<file path="src/rtl/alu_seq_pkg.sv">
// Purpose  : shared encodings for the ALU operand sequencer (op kinds, ALU functions, FSM states).
// Latency  : n/a (types, constants and pure helper functions only).
// Backpress: n/a.
// Ports    : none. Build option DECIMAL_MODE_EN adds the DADJ state to seq_state_e.
package alu_seq_pkg;

    localparam int KIND_W  = 3;
    localparam int FN_W    = 3;
    localparam int STATE_W = 3;

    typedef enum logic [KIND_W-1:0] {
        OP_ADC  = 3'd0,
        OP_SBC  = 3'd1,
        OP_AND  = 3'd2,
        OP_ORA  = 3'd3,
        OP_EOR  = 3'd4,
        OP_INC  = 3'd5,
        OP_IDX  = 3'd6,
        OP_RSVD = 3'd7
    } op_kind_e;

    typedef enum logic [FN_W-1:0] {
        FN_SUM = 3'd0,
        FN_AND = 3'd1,
        FN_OR  = 3'd2,
        FN_EOR = 3'd3
    } alu_fn_e;

    typedef enum logic [STATE_W-1:0] {
        ST_IDLE      = 3'd0,
        ST_LOAD      = 3'd1,
        ST_EXEC      = 3'd2,
        ST_WRITE     = 3'd3,
        ST_FIX_LOAD  = 3'd4,
        ST_FIX_EXEC  = 3'd5,
        ST_FIX_WRITE = 3'd6
`ifdef DECIMAL_MODE_EN
        ,
        ST_DADJ      = 3'd7
`endif
    } seq_state_e;

    // ALU function for the main EXEC pass of a given kind.
    function automatic alu_fn_e kind_fn(input op_kind_e kind);
        case (kind)
            OP_AND:  return FN_AND;
            OP_ORA:  return FN_OR;
            OP_EOR:  return FN_EOR;
            default: return FN_SUM;
        endcase
    endfunction

    // Carry-in for the main EXEC pass; only ADC/SBC honour the latched P.C.
    function automatic logic kind_cin(input op_kind_e kind, input logic c_flag);
        case (kind)
            OP_ADC, OP_SBC: return c_flag;
            OP_INC:         return 1'b1;
            default:        return 1'b0;
        endcase
    endfunction

endpackage

</file>
<file path="src/rtl/alu_operand_sequencer_if.sv">
// Purpose  : decoder/ALU-facing bundle of the operand sequencer (handshake, flags, strobes).
// Latency  : n/a (wires only).
// Backpress: op_valid/op_ready handshake; op_ready low while an op is in flight or rdy=0.
// Ports    : master = sequencer side (drives op_ready and all strobes),
//            slave  = decoder/ALU side (drives op_valid, op_kind, flags, alu_cout).
interface alu_operand_sequencer_if;

    logic       op_valid;
    logic       op_ready;
    logic [2:0] op_kind;
    logic       carry_flag;
    logic       decimal_flag;
    logic       alu_cout;

    logic       SB_ADD;
    logic       O_ADD;
    logic       DB_ADD;
    logic       NDB_ADD;
    logic       ADL_ADD;
    logic [2:0] alu_fn;
    logic       alu_cin;
    logic       ADD_SB;
    logic       ADD_ADL;
    logic       ADD_ADH;
    logic       decimal_adj;
    logic       page_cross;
    logic       illegal_op;
    logic       done;

    modport master (
        input  op_valid, op_kind, carry_flag, decimal_flag, alu_cout,
        output op_ready, SB_ADD, O_ADD, DB_ADD, NDB_ADD, ADL_ADD,
               alu_fn, alu_cin, ADD_SB, ADD_ADL, ADD_ADH,
               decimal_adj, page_cross, illegal_op, done
    );

    modport slave (
        output op_valid, op_kind, carry_flag, decimal_flag, alu_cout,
        input  op_ready, SB_ADD, O_ADD, DB_ADD, NDB_ADD, ADL_ADD,
               alu_fn, alu_cin, ADD_SB, ADD_ADL, ADD_ADH,
               decimal_adj, page_cross, illegal_op, done
    );

endinterface

</file>
<file path="src/rtl/alu_operand_sequencer.sv">
// Purpose  : steps one ALU op per handshake through LOAD->EXEC->WRITE (+ IDX page fix-up pass).
// Latency  : accept->done 3 cycles; 6 for IDX with page cross; 4 for decimal ADC/SBC.
// Backpress: one op in flight; op_ready only in IDLE; rdy=0 freezes state and gates all strobes.
// Ports    : clk, reset (sync, active-high), rdy (global stall), io_bus (alu_operand_sequencer_if.master).
// Build    : DECIMAL_MODE_EN inserts a DADJ (BCD adjust) cycle for ADC/SBC with P.D set.
import alu_seq_pkg::*;

module alu_operand_sequencer (
    input  logic                           clk,
    input  logic                           reset,
    input  logic                           rdy,
    alu_operand_sequencer_if.master        io_bus
);

    seq_state_e r_state;
    op_kind_e   r_kind;
    logic       r_c;
    logic       r_cross;
    alu_fn_e    r_alu_fn;
    logic       r_alu_cin;

    logic       w_idle;
    logic       w_accept;
    logic       w_is_idx;
    logic       w_dadj_needed;
    op_kind_e   w_kind_in;

`ifdef DECIMAL_MODE_EN
    logic       r_d;
    assign w_dadj_needed = r_d && ((r_kind == OP_ADC) || (r_kind == OP_SBC));
`else
    logic       w_unused_decimal;
    assign w_unused_decimal = io_bus.decimal_flag;
    assign w_dadj_needed    = 1'b0;
`endif

    assign w_idle    = (r_state == ST_IDLE);
    assign w_kind_in = op_kind_e'(io_bus.op_kind);
    assign w_accept  = io_bus.op_valid && io_bus.op_ready;
    assign w_is_idx  = (r_kind == OP_IDX);

    assign io_bus.op_ready = w_idle && rdy;
    assign io_bus.alu_fn   = r_alu_fn;
    assign io_bus.alu_cin  = r_alu_cin;

    // Reserved kind is consumed by the handshake but never leaves IDLE.
    // Gating with reset keeps the pulse quiet while the block is held in reset.
    assign io_bus.illegal_op = w_accept && !reset && (w_kind_in == OP_RSVD);

    // State register. alu_fn/alu_cin are loaded on the edge into (FIX_)EXEC so
    // they are stable through the whole EXEC cycle and simply hold elsewhere.
    always_ff @(posedge clk) begin
        if (reset) begin
            r_state   <= ST_IDLE;
            r_kind    <= OP_ADC;
            r_c       <= 1'b0;
            r_cross   <= 1'b0;
            r_alu_fn  <= FN_SUM;
            r_alu_cin <= 1'b0;
`ifdef DECIMAL_MODE_EN
            r_d       <= 1'b0;
`endif
        end else if (rdy) begin
            case (r_state)
                ST_IDLE: begin
                    if (w_accept) begin
                        r_kind <= w_kind_in;
                        r_c    <= io_bus.carry_flag;
`ifdef DECIMAL_MODE_EN
                        r_d    <= io_bus.decimal_flag;
`endif
                        if (w_kind_in != OP_RSVD) begin
                            r_state <= ST_LOAD;
                        end
                    end
                end
                ST_LOAD: begin
                    r_alu_fn  <= kind_fn(r_kind);
                    r_alu_cin <= kind_cin(r_kind, r_c);
                    r_state   <= ST_EXEC;
                end
                ST_EXEC: begin
                    // Low-byte carry of the index add decides the fix-up pass.
                    r_cross <= w_is_idx && io_bus.alu_cout;
`ifdef DECIMAL_MODE_EN
                    r_state <= w_dadj_needed ? ST_DADJ : ST_WRITE;
`else
                    r_state <= ST_WRITE;
`endif
                end
`ifdef DECIMAL_MODE_EN
                ST_DADJ: begin
                    r_state <= ST_WRITE;
                end
`endif
                ST_WRITE: begin
                    r_state <= (w_is_idx && r_cross) ? ST_FIX_LOAD : ST_IDLE;
                end
                ST_FIX_LOAD: begin
                    // High byte: 0 + DB + 1 propagates the page carry.
                    r_alu_fn  <= FN_SUM;
                    r_alu_cin <= 1'b1;
                    r_state   <= ST_FIX_EXEC;
                end
                ST_FIX_EXEC: begin
                    r_state <= ST_FIX_WRITE;
                end
                ST_FIX_WRITE: begin
                    r_state <= ST_IDLE;
                end
                default: begin
                    r_state <= ST_IDLE;
                end
            endcase
        end
    end

    // Strobe decode: registered state qualified by rdy, so a stall silences
    // every load/write strobe without disturbing the sequence.
    always_comb begin
        io_bus.SB_ADD      = 1'b0;
        io_bus.O_ADD       = 1'b0;
        io_bus.DB_ADD      = 1'b0;
        io_bus.NDB_ADD     = 1'b0;
        io_bus.ADL_ADD     = 1'b0;
        io_bus.ADD_SB      = 1'b0;
        io_bus.ADD_ADL     = 1'b0;
        io_bus.ADD_ADH     = 1'b0;
        io_bus.decimal_adj = 1'b0;
        io_bus.done        = 1'b0;
        io_bus.page_cross  = 1'b0;
        if (rdy) begin
            case (r_state)
                ST_LOAD: begin
                    io_bus.O_ADD   = (r_kind == OP_INC);
                    io_bus.SB_ADD  = (r_kind != OP_INC);
                    io_bus.NDB_ADD = (r_kind == OP_SBC);
                    io_bus.ADL_ADD = w_is_idx;
                    io_bus.DB_ADD  = (r_kind != OP_SBC) && !w_is_idx;
                end
`ifdef DECIMAL_MODE_EN
                ST_DADJ: begin
                    io_bus.decimal_adj = 1'b1;
                end
`endif
                ST_WRITE: begin
                    io_bus.ADD_SB  = !w_is_idx;
                    io_bus.ADD_ADL = w_is_idx;
                    io_bus.done    = !(w_is_idx && r_cross);
                end
                ST_FIX_LOAD: begin
                    io_bus.O_ADD  = 1'b1;
                    io_bus.DB_ADD = 1'b1;
                end
                ST_FIX_WRITE: begin
                    io_bus.ADD_ADH    = 1'b1;
                    io_bus.done       = 1'b1;
                    io_bus.page_cross = 1'b1;
                end
                default: begin
                end
            endcase
        end
    end

    // Only consulted in the decimal build; keeps the default build free of a dangling net.
    logic w_unused_dadj;
    assign w_unused_dadj = w_dadj_needed;

endmodule
</file>
<file path="src/flat_wrapper.sv">
// flat-port wrapper written by rule: the top's interface ports become plain ports
module alu_operand_sequencer_flat 
  (clk, reset, rdy, io_bus_op_valid, io_bus_op_kind, io_bus_carry_flag, io_bus_decimal_flag, io_bus_alu_cout, io_bus_op_ready, io_bus_SB_ADD, io_bus_O_ADD, io_bus_DB_ADD, io_bus_NDB_ADD, io_bus_ADL_ADD, io_bus_alu_fn, io_bus_alu_cin, io_bus_ADD_SB, io_bus_ADD_ADL, io_bus_ADD_ADH, io_bus_decimal_adj, io_bus_page_cross, io_bus_illegal_op, io_bus_done);
  alu_operand_sequencer_if io_bus_i ();
  input  logic clk;
  input  logic reset;
  input  logic rdy;
  input wire logic [$bits(io_bus_i.op_valid)-1:0] io_bus_op_valid;
  input wire logic [$bits(io_bus_i.op_kind)-1:0] io_bus_op_kind;
  input wire logic [$bits(io_bus_i.carry_flag)-1:0] io_bus_carry_flag;
  input wire logic [$bits(io_bus_i.decimal_flag)-1:0] io_bus_decimal_flag;
  input wire logic [$bits(io_bus_i.alu_cout)-1:0] io_bus_alu_cout;
  output wire logic [$bits(io_bus_i.op_ready)-1:0] io_bus_op_ready;
  output wire logic [$bits(io_bus_i.SB_ADD)-1:0] io_bus_SB_ADD;
  output wire logic [$bits(io_bus_i.O_ADD)-1:0] io_bus_O_ADD;
  output wire logic [$bits(io_bus_i.DB_ADD)-1:0] io_bus_DB_ADD;
  output wire logic [$bits(io_bus_i.NDB_ADD)-1:0] io_bus_NDB_ADD;
  output wire logic [$bits(io_bus_i.ADL_ADD)-1:0] io_bus_ADL_ADD;
  output wire logic [$bits(io_bus_i.alu_fn)-1:0] io_bus_alu_fn;
  output wire logic [$bits(io_bus_i.alu_cin)-1:0] io_bus_alu_cin;
  output wire logic [$bits(io_bus_i.ADD_SB)-1:0] io_bus_ADD_SB;
  output wire logic [$bits(io_bus_i.ADD_ADL)-1:0] io_bus_ADD_ADL;
  output wire logic [$bits(io_bus_i.ADD_ADH)-1:0] io_bus_ADD_ADH;
  output wire logic [$bits(io_bus_i.decimal_adj)-1:0] io_bus_decimal_adj;
  output wire logic [$bits(io_bus_i.page_cross)-1:0] io_bus_page_cross;
  output wire logic [$bits(io_bus_i.illegal_op)-1:0] io_bus_illegal_op;
  output wire logic [$bits(io_bus_i.done)-1:0] io_bus_done;
  assign io_bus_i.op_valid = io_bus_op_valid;
  assign io_bus_i.op_kind = io_bus_op_kind;
  assign io_bus_i.carry_flag = io_bus_carry_flag;
  assign io_bus_i.decimal_flag = io_bus_decimal_flag;
  assign io_bus_i.alu_cout = io_bus_alu_cout;
  assign io_bus_op_ready = io_bus_i.op_ready;
  assign io_bus_SB_ADD = io_bus_i.SB_ADD;
  assign io_bus_O_ADD = io_bus_i.O_ADD;
  assign io_bus_DB_ADD = io_bus_i.DB_ADD;
  assign io_bus_NDB_ADD = io_bus_i.NDB_ADD;
  assign io_bus_ADL_ADD = io_bus_i.ADL_ADD;
  assign io_bus_alu_fn = io_bus_i.alu_fn;
  assign io_bus_alu_cin = io_bus_i.alu_cin;
  assign io_bus_ADD_SB = io_bus_i.ADD_SB;
  assign io_bus_ADD_ADL = io_bus_i.ADD_ADL;
  assign io_bus_ADD_ADH = io_bus_i.ADD_ADH;
  assign io_bus_decimal_adj = io_bus_i.decimal_adj;
  assign io_bus_page_cross = io_bus_i.page_cross;
  assign io_bus_illegal_op = io_bus_i.illegal_op;
  assign io_bus_done = io_bus_i.done;
  alu_operand_sequencer u_core (.clk(clk), .reset(reset), .rdy(rdy), .io_bus(io_bus_i));
endmodule
</file>
<file path="config.mk">
export PLATFORM = sky130hd
export DESIGN_NAME = alu_operand_sequencer_flat
export DESIGN_NICKNAME = d
export VERILOG_FILES = /design/src/rtl/alu_seq_pkg.sv /design/src/rtl/alu_operand_sequencer_if.sv /design/src/rtl/alu_operand_sequencer.sv /design/src/flat_wrapper.sv
export SDC_FILE = /design/constraint.sdc
export NUM_CORES = 1
export LEC_CHECK = 0
export ABC_CLOCK_PERIOD_IN_PS = 4000
export CORE_MARGIN = 4
export CORE_UTILIZATION = 40
export DETAILED_ROUTE_END_ITERATION = 12
export MAX_ROUTING_LAYER = met4
export PLACE_DENSITY = 0.83
export SLEW_MARGIN = 20
export SYNTH_ARGS = -nofsm -noshare
export SYNTH_HDL_FRONTEND = slang
export SYNTH_SLANG_ARGS = --single-unit
</file>
<file path="constraint.sdc">
create_clock -name clk -period 4 [get_ports clk]
set_input_delay 0.6 -clock clk [delete_from_list [all_inputs] [get_ports clk]]
set_output_delay 0.6 -clock clk [all_outputs]
set_load 0.01 [all_outputs]
</file>
==> results.yml, run 1 <==
clock_tree:
  cts_tree: "done"
  cts-root-buf: "clkbuf_4"
  h-tree-depth: 1
  cts-buffers-inserted: 3
  postCtsSetupRepairBufs: 0
  clock_path_buffers: 2
  clkTransAtPathRegs_ns: 0.07
  worst_skew_pair.late_latency_ns: 0.27
  post_cts_resized: 0
  hold_buffers: 0
  numClockSinks: 11
grt:
  grt_max_degree: 14
  grt_pass1_vias: 667
  grt_overflow: 0
  grt_first_pass_wirelength_um: 2860
  grt_usage: 0.149
  grt_antenna_before_repair: 0
setup_path:
  path_class: "in -> out"
  critPathArrivalTime_ns: 2.58
  cp_slowest_cell: "clkdlybuf4s50_1"
  crit_path_frequent_cell: "clkdlybuf4s50_1"
  worst_setup_path_end_kind: "primary output"
  crit_fanout: 8
  cp.required_ns: 3.40
  crit_chain: "clkdlybuf4s50_1 -> or4b_4 -> nor4_2 -> clkdlybuf4s50_1"
  cp-start-kind: "input pin"
  slowest_delay_ns: 0.62
place:
  dp_slack_ns: 0.824
  dp.cells: 131
  place.gp.congestion: 0.848
  dp_hpwl_um: 1280
  port_buffers: 23
  place_area_sq_um: 920
synthesis:
  synthArstFlopShare: 0
  synth_top_area_cell: "dfxtp_1"
  ys.flop_type: "dfxtp_1"
  netlist_instances: 91
  yosysWarnings: 0
  ys_types: 35
  netlist_area_sq_um: 711
  synth.ff_latch_count: 11
  synth_edf_count: 0
  ys_seq_area_frac: 0.310
  synthTopCellsByArea: "dfxtp_1 31%, a21oi_1 7.7%, o21ai_0 5.6%"
  synth.avg_cell_area_sq_um: 7.81
  post-synth-top-area-fraction: 0.310
power_and_ir_drop:
  clockPowerShare: 0.322
  p_per_area_nw_per_um2: 255
  sw_frac_of_total: 0.275
  peakVddDrop_mv: 0.204
  power.internal_mw: 0.175
  netSwitchingPower_mw: 0.0663
  p_seq_frac: 0.495
  p_leak_nw: 0.301
  comb_power_share: 0.183
  total_power_mw: 0.241
timing:
  timing.final.ws_setup_ns: 0.815
  drv_slew: 0
  rsz0062_at_grt: "no"
  relSlewSlack: 0.666
  worst_slew_pin_slew_ns: 0.499
  holdWs_ns: 0.479
  final-setup-viol-count: 0
  layout_min_cycle_time_ns: 3.18
  hold_violations: 0
  tns_ns: 0
  final.period_utilization: 0.796
  timing.fmax_ghz: 0.314
  finalClockSkew_ns: 0.00117
detailed_routing:
  routedWlPerCell_um: 12.7
  ant_nets: 0
  wl_um: 1710
  routed_via_density: 5.23
  drtIter0Drc: 13
  first_pass_iters: 5
  drc: 0
  vias: 706
floorplan:
  die_w_um: 50.2
  die_h_um: 50.2
  core-area_sq_um: 1590
  initial_core_util: 0.446
  io_pins: 27
  rows: 14
  die_area_sq_um: 2520
layout:
  seqCellArea_sq_um: 220
  fillers: 144
  final_nets: 122
  post-route-util: 0.593
  antennaDiodeCount: 0
  finish.instance_area_sq_um: 946
  layoutNonFillerInstCount: 135
  multi_input_area_sq_um: 415
  drive_gt1_frac: 0.0901
  synthToLayoutAreaGrowth_pct: 33.1
run_status:
  outcome: "finished, final reports clean"
min_path:
  hold_class: "reg -> reg"
job:
  maxCapViolCount: 0
==> metal layers <==
metal / wire length, um / GRT usage / up-vias
met5: 0 / - / -
met4: 4 / 0.0276 / 0
met3: 116 / 0.0533 / 2
met2: 799 / 0.243 / 30
met1: 788 / 0.176 / 318
li1: - / - / 356
==> synth_stat cells, types with 2 or more instances <==
cell	number
nor3b_1	2
nand3_1	7
nor3_1	3
buf_4	4
inv_1	4
dfxtp_1	11
a21oi_1	11
nor2_1	7
o21ai_0	8
nand2b_1	3
xnor2_1	2
nand2_1	3
or3b_2	3
nand3b_1	2
==> flip-flops by register name, indices dropped and copies added (netlist names) <==
name	count
u_core.r_kind	3
u_core.r_cross	1
u_core.io_bus.alu_fn	2
u_core.io_bus.alu_cin	1
u_core.r_c	1
u_core.r_state	3
==> path summary, 6_finish.rpt <==
kind	startpoint	to	slack, ns	cells past startpoint
max	rdy	io_bus_illegal_op	0.82	4
min	u_core.r_cross	u_core.r_cross	0.48	2
max reg2reg	u_core.r_kind[1]	u_core.r_cross	2.56	3
min reg2reg	u_core.r_cross	u_core.r_cross	0.48	2
==> power by group through the flow <==
stage                     Clock, mW  Combinational [mW]  Sequential (mW)
final                        0.0778              0.0442            0.119
after global routing         0.0862              0.0485            0.120
after CTS                    0.0808              0.0443            0.119
after detailed placement          0              0.0440            0.122
after global placement            0              0.0428            0.121
after floorplan                   0              0.0302            0.118
==> cell usage in the layout (no fill, tap or decap), drive strengths merged <==
cell type,instances
nand3,7
or3b,3
or3,1
clkbuf,4
clkinv,1
and3b,1
nand2b,3
a211oi,1
and2b,1
conb,2
dfxtp,11
nand4bb,1
o32ai,1
a21o,1
o21ai,8
nand2,3
nand3b,2
o21ba,1
a21oi,11
inv,4
nor4,1
or4b,2
or4,1
nor3b,2
nor2,7
or2b,1
nor2b,1
clkdlybuf4s50,23
xnor2,2
nor3,3
o21bai,1
==> cells by family (layout without fill, tap and decap cells) <==
| logic type | after synthesis | in the layout | synth area share |
|---|---|---|---|
| AOI/OAI and AO/OA | 24 | 24 | 0.192 |
| xor gates and xnor gates | 2 | 2 | 0.0247 |
| buffers and inverters | 13 | 32 | 0.111 |
| DFF | 11 | 11 | 0.310 |
| other | 1 | 2 | 0.00528 |
| and+or+nand+nor | 40 | 40 | 0.357 |
==> cell type report <==
cell class              count  share of cell area
flip-flops and latches     11               0.233
well taps                  24              0.0317
repair buffers             23               0.243
clock buffers               4              0.0278
multi-input cells          68               0.439
inverters                   5              0.0251
==> critical path, delay by kind of cell <==
| family | cells | cell delay [ns] |
|---|---|---|
| buffers and inverters | 2 | 1.20 |
| and+or+nand+nor | 2 | 0.79 |
No activity file was read; power rests on OpenSTA's default activity.
==> inputs of run 2 (changes only) <==
--- a/config.mk
+++ b/config.mk
@@ -5,7 +5,7 @@
 export SDC_FILE = /design/constraint.sdc
 export NUM_CORES = 1
 export LEC_CHECK = 0
-export ABC_CLOCK_PERIOD_IN_PS = 4000
+export ABC_CLOCK_PERIOD_IN_PS = 3050
 export CORE_MARGIN = 4
 export CORE_UTILIZATION = 40
 export DETAILED_ROUTE_END_ITERATION = 12
==> constraint.sdc (replaced) <==
create_clock -name clk -period 3.05 [get_ports clk]
set_input_delay 0.4575 -clock clk [delete_from_list [all_inputs] [get_ports clk]]
set_output_delay 0.4575 -clock clk [all_outputs]
set_load 0.01 [all_outputs]
==> run 2 against run 1 <==
Power grew 30%. First-iteration DRC count grew 7.7%. Highest routed layer is now met3. Largest cell class unchanged. Critical path type unchanged. Utilization up 0.94 points. Via count down 0.85%.
==> results.yml, run 2 (synthesized netlist as in run 1, its figures left out) <==
run_status:
  outcome: "finished, final reports clean"
setup_path:
  path_class: "in -> out"
  cp-start-kind: "input pin"
  crit_chain: "clkdlybuf4s50_1 -> or4b_4 -> nor4_2 -> clkdlybuf4s50_1"
  worstReg2RegStart: "u_core.r_kind[1]"
  worst_setup_path_end_kind: "primary output"
  cp.required_ns: 2.59
  crit_fanout: 6
  critPathArrivalTime_ns: 2.29
  r2r_setup_slack_ns: 1.62
  cp_slowest_cell: "clkdlybuf4s50_1"
  crit_path_frequent_cell: "clkdlybuf4s50_1"
  rr_worst_depth: 3
  slowest_delay_ns: 0.58
  reg2reg_to: "u_core.r_cross"
grt:
  grt_antenna_before_repair: 0
  grt_max_degree: 13
  grt_usage: 0.152
  grt_pass1_vias: 634
  grt_first_pass_wirelength_um: 2900
  grt_overflow: 0
detailed_routing:
  drtIter0Drc: 14
  wl_um: 1660
  routedWlPerCell_um: 12.1
  routed_via_density: 5.11
  drc: 0
  first_pass_iters: 4
  vias: 700
  ant_nets: 0
floorplan:
  initial_core_util: 0.446
  core-area_sq_um: 1590
  die_area_sq_um: 2520
  die_h_um: 50.2
  io_pins: 27
  rows: 14
  die_w_um: 50.2
place:
  dp_slack_ns: 0.314
  place.gp.congestion: 0.861
  port_buffers: 23
  dp_hpwl_um: 1280
timing:
  hold_violations: 0
  timing.fmax_ghz: 0.364
  timing.final.ws_setup_ns: 0.302
  layout_min_cycle_time_ns: 2.75
  final.period_utilization: 0.901
  holdWs_ns: 0.477
  drv_slew: 0
  final-setup-viol-count: 0
  finalClockSkew_ns: 0.00216
  tns_ns: 0
  rsz0062_at_grt: "no"
clock_tree:
  hold_buffers: 0
  clock_path_buffers: 2
  post_cts_resized: 0
  clkTransAtPathRegs_ns: 0.07
  worst_skew_pair.late_latency_ns: 0.26
  cts-root-buf: "clkbuf_4"
  h-tree-depth: 1
  cts_tree: "done"
  cts-buffers-inserted: 3
  numClockSinks: 11
  postCtsSetupRepairBufs: 0
min_path:
  min_from: "u_core.io_bus.alu_fn[1]"
  holdPathStages: 2
  min_to: "u_core.io_bus.alu_fn[1]"
  hold_class: "reg -> reg"
layout:
  layout.cells.most_common: "clkdlybuf4s50_1"
  final_nets: 124
  mostFrequentLayoutCells: "23 x clkdlybuf4s50_1, 11 x a21oi_1, 11 x dfxtp_1"
  synthToLayoutAreaGrowth_pct: 35.2
  antennaDiodeCount: 0
  drive_gt1_frac: 0.106
  post-route-util: 0.603
power_and_ir_drop:
  peakVddDrop_mv: 0.222
  p_per_area_nw_per_um2: 327
  p_leak_nw: 0.310
job:
  maxCapViolCount: 0
run 2: cell count changes in the layout (fill, tap and decap cells not counted), sizes merged:
cell  previous run  this run
buf              0         2
run 2: how the worst max path moves through the flow:
stage	slack, ns	to	from
finish	0.30	io_bus_illegal_op	rdy
global route	0.25	io_bus_illegal_op	rdy
CTS	0.29	io_bus_illegal_op	rdy
detailed placement	0.31	io_bus_illegal_op	rdy
global placement	0.34	io_bus_illegal_op	rdy
floorplan	1.28	io_bus_illegal_op	u_core.r_state[1]
run 2: worst max-delay path, delay by kind of cell:
kind,cells,cell delay (ns)
simple gates,2,0.77
buf+inv,2,1.07
run 2: area by class of cell:
cell class | instances | area (sq um)
clock buffer | 4 | 26.3
fill | 141 | 633
inverter | 5 | 23.8
multi-input combinational | 68 | 415
sequential | 11 | 220
tap | 24 | 30.0
timing repair buffer | 25 | 245
run 2: per-stage QoR:
| stage | instances | total power [mW] | area (sq um) |
|---|---|---|---|
| floorplan | 92 | 0.194 | 714 |
| global placement | 133 | 0.217 | 935 |
| detailed placement | 133 | 0.219 | 935 |
| CTS | 137 | 0.317 | 961 |
| global route | 137 | 0.332 | 961 |
| finish | 137 | 0.314 | 961 |
run 2: layer usage:
layer / up-vias / GRT usage / wire length [um]
met1: 311 / 0.190 / 790
met3: 0 / 0.0533 / 122
met2: 25 / 0.237 / 751
met4: 0 / 0.0276 / 0
met5: - / - / 0
li1: 364 / - / -
run 2: where the power goes:
| group | internal, mW | switching (mW) | total, mW |
|---|---|---|---|
| clock | 0.0506 | 0.0468 | 0.0974 |
| sequential | 0.149 | 0.00765 | 0.156 |
| combinational | 0.0319 | 0.0284 | 0.0603 |
| total | 0.231 | 0.0828 | 0.314 |
==> inputs of run 3 (changes only) <==
--- a/config.mk
+++ b/config.mk
@@ -10,7 +10,7 @@
 export CORE_UTILIZATION = 40
 export DETAILED_ROUTE_END_ITERATION = 12
 export MAX_ROUTING_LAYER = met4
-export PLACE_DENSITY = 0.83
+export PLACE_DENSITY_LB_ADDON = 0.1
 export SLEW_MARGIN = 20
 export SYNTH_ARGS = -nofsm -noshare
 export SYNTH_HDL_FRONTEND = slang
==> run 3 against run 2 <==
Register-to-register slack barely moved. Sequential cell count unchanged. Fmax up 1.3%. Critical path depth did not move. Clock power grew 4%. Utilization rose by 0.079 points. Clock skew grew 0.0053 ns. Final cell count unchanged. Routed wire length shrank 7.3%. Global-route usage is 1.9 points lower. Die area did not move. Critical endpoint unchanged.
==> results.yml, run 3 (synthesized netlist as in run 1, its figures left out) <==
floorplan:
  die_w_um: 50.2
  io_pins: 27
  die_area_sq_um: 2520
  rows: 14
  core-area_sq_um: 1590
  die_h_um: 50.2
  initial_core_util: 0.446
min_path:
  holdPathStages: 2
  min_to: "u_core.io_bus.alu_fn[0]"
  min_from: "u_core.io_bus.alu_fn[0]"
  hold_class: "reg -> reg"
grt:
  grt_first_pass_wirelength_um: 2590
  grt_usage: 0.133
  grt_pass1_vias: 600
  grt_overflow: 0
  grt_antenna_before_repair: 0
  grt_max_degree: 13
layout:
  final_nets: 124
  post-route-util: 0.604
  mostFrequentLayoutCells: "23 x clkdlybuf4s50_1, 11 x a21oi_1, 11 x dfxtp_1"
  layoutNonFillerInstCount: 137
  drive_gt1_frac: 0.115
  layout.cells.most_common: "clkdlybuf4s50_1"
  synthToLayoutAreaGrowth_pct: 35.4
  antennaDiodeCount: 0
  fillers: 149
power_and_ir_drop:
  p_per_area_nw_per_um2: 329
  p_leak_nw: 0.313
  peakVddDrop_mv: 0.299
setup_path:
  crit_path_frequent_cell: "clkdlybuf4s50_1"
  cp_slowest_cell: "clkdlybuf4s50_1"
  worstReg2RegStart: "u_core.r_kind[1]"
  worst_setup_path_end_kind: "primary output"
  path_class: "in -> out"
  rr_worst_depth: 3
  crit_fanout: 6
  reg2reg_to: "u_core.r_cross"
  crit_chain: "clkdlybuf4s50_1 -> or4b_4 -> nor4_2 -> clkdlybuf4s50_1"
  path_delay_family: "buffers and inverters"
  r2r_setup_slack_ns: 1.62
  cp.required_ns: 2.59
  slowest_delay_ns: 0.57
  cp-start-kind: "input pin"
  critPathBufInv: 2
  critPathArrivalTime_ns: 2.25
clock_tree:
  post_cts_resized: 0
  clock_path_buffers: 2
  postCtsSetupRepairBufs: 0
  numClockSinks: 11
  cts_tree: "done"
  h-tree-depth: 1
  cts-root-buf: "clkbuf_4"
  hold_buffers: 0
  worst_skew_pair.late_latency_ns: 0.27
  clkTransAtPathRegs_ns: 0.07
  cts-buffers-inserted: 3
timing:
  drv_slew: 0
  layout_min_cycle_time_ns: 2.71
  hold_violations: 0
  final.period_utilization: 0.889
  timing.fmax_ghz: 0.369
  finalClockSkew_ns: 0.00741
  rsz0062_at_grt: "no"
  final-setup-viol-count: 0
  tns_ns: 0
detailed_routing:
  first_pass_iters: 4
  drc: 0
  wl_um: 1540
  routedWlPerCell_um: 11.3
  vias: 700
  drtIter0Drc: 5
  routed_via_density: 5.11
  ant_nets: 0
place:
  port_buffers: 23
  place.gp.congestion: 0.775
  dp.cells: 133
  dp_hpwl_um: 1190
job:
  maxCapViolCount: 0
run_status:
  outcome: "finished, final reports clean"
run 3: area by class of cell:
| cell class | count | area [sq um] | share of cell area |
|---|---|---|---|
| inverter | 5 | 23.8 | 0.0247 |
| clock buffer | 3 | 22.5 | 0.0234 |
| multi-input combinational | 68 | 415 | 0.432 |
| sequential | 11 | 220 | 0.229 |
| tap | 24 | 30.0 | 0.0312 |
| clock inverter | 1 | 5.00 | 0.00520 |
| timing repair buffer | 25 | 245 | 0.255 |
run 3: routing by layer:
metal,wire (um),part of all wire,GRT usage,vias up
met5,0,0,-,-
met4,5,0.0032,0.0138,0
met3,115,0.075,0.0533,2
met2,677,0.44,0.211,22
met1,744,0.48,0.163,312
li1,-,-,-,364
run 3: worst reg2reg max path, delay by kind of cell (launching register included):
family | cells | cell delay, ns
and+or+nand+nor | 2 | 0.77
AOI/OAI and AO/OA | 1 | 0.15
DFF | 1 | 0.46
run 3: power breakdown:
| group | internal, mW | total (mW) | switching [mW] | leakage [nW] |
|---|---|---|---|---|
| Combinational | 0.0319 | 0.0597 | 0.0278 | 0.206 |
| Clock | 0.0485 | 0.101 | 0.0523 | 0.0177 |
| Sequential | 0.149 | 0.156 | 0.00730 | 0.0893 |
run 3: how the worst max path moves through the flow:
stage,start,endpoint,slack (ns),depth (start not counted)
5_1_grt,rdy,io_bus_illegal_op,0.26,4
3_5_place_dp,rdy,io_bus_illegal_op,0.33,4
3_3_place_gp,rdy,io_bus_illegal_op,0.33,4
2_1_floorplan,u_core.r_state[1],io_bus_illegal_op,1.28,3
4_1_cts,rdy,io_bus_illegal_op,0.32,4
6_report,rdy,io_bus_illegal_op,0.34,4
run 3: through the flow:
stage | hold WS [ns] | cell area [sq um] | total power, mW | setup WS [ns]
final | 0.475 | 962 | 0.317 | 0.338
after global routing | 0.493 | 962 | 0.333 | 0.256
after CTS | 0.478 | 962 | 0.320 | 0.322
after detailed placement | 0.467 | 935 | 0.219 | 0.334
after global placement | 0.460 | 935 | 0.218 | 0.326
after floorplan | 0.449 | 714 | 0.194 | 1.28
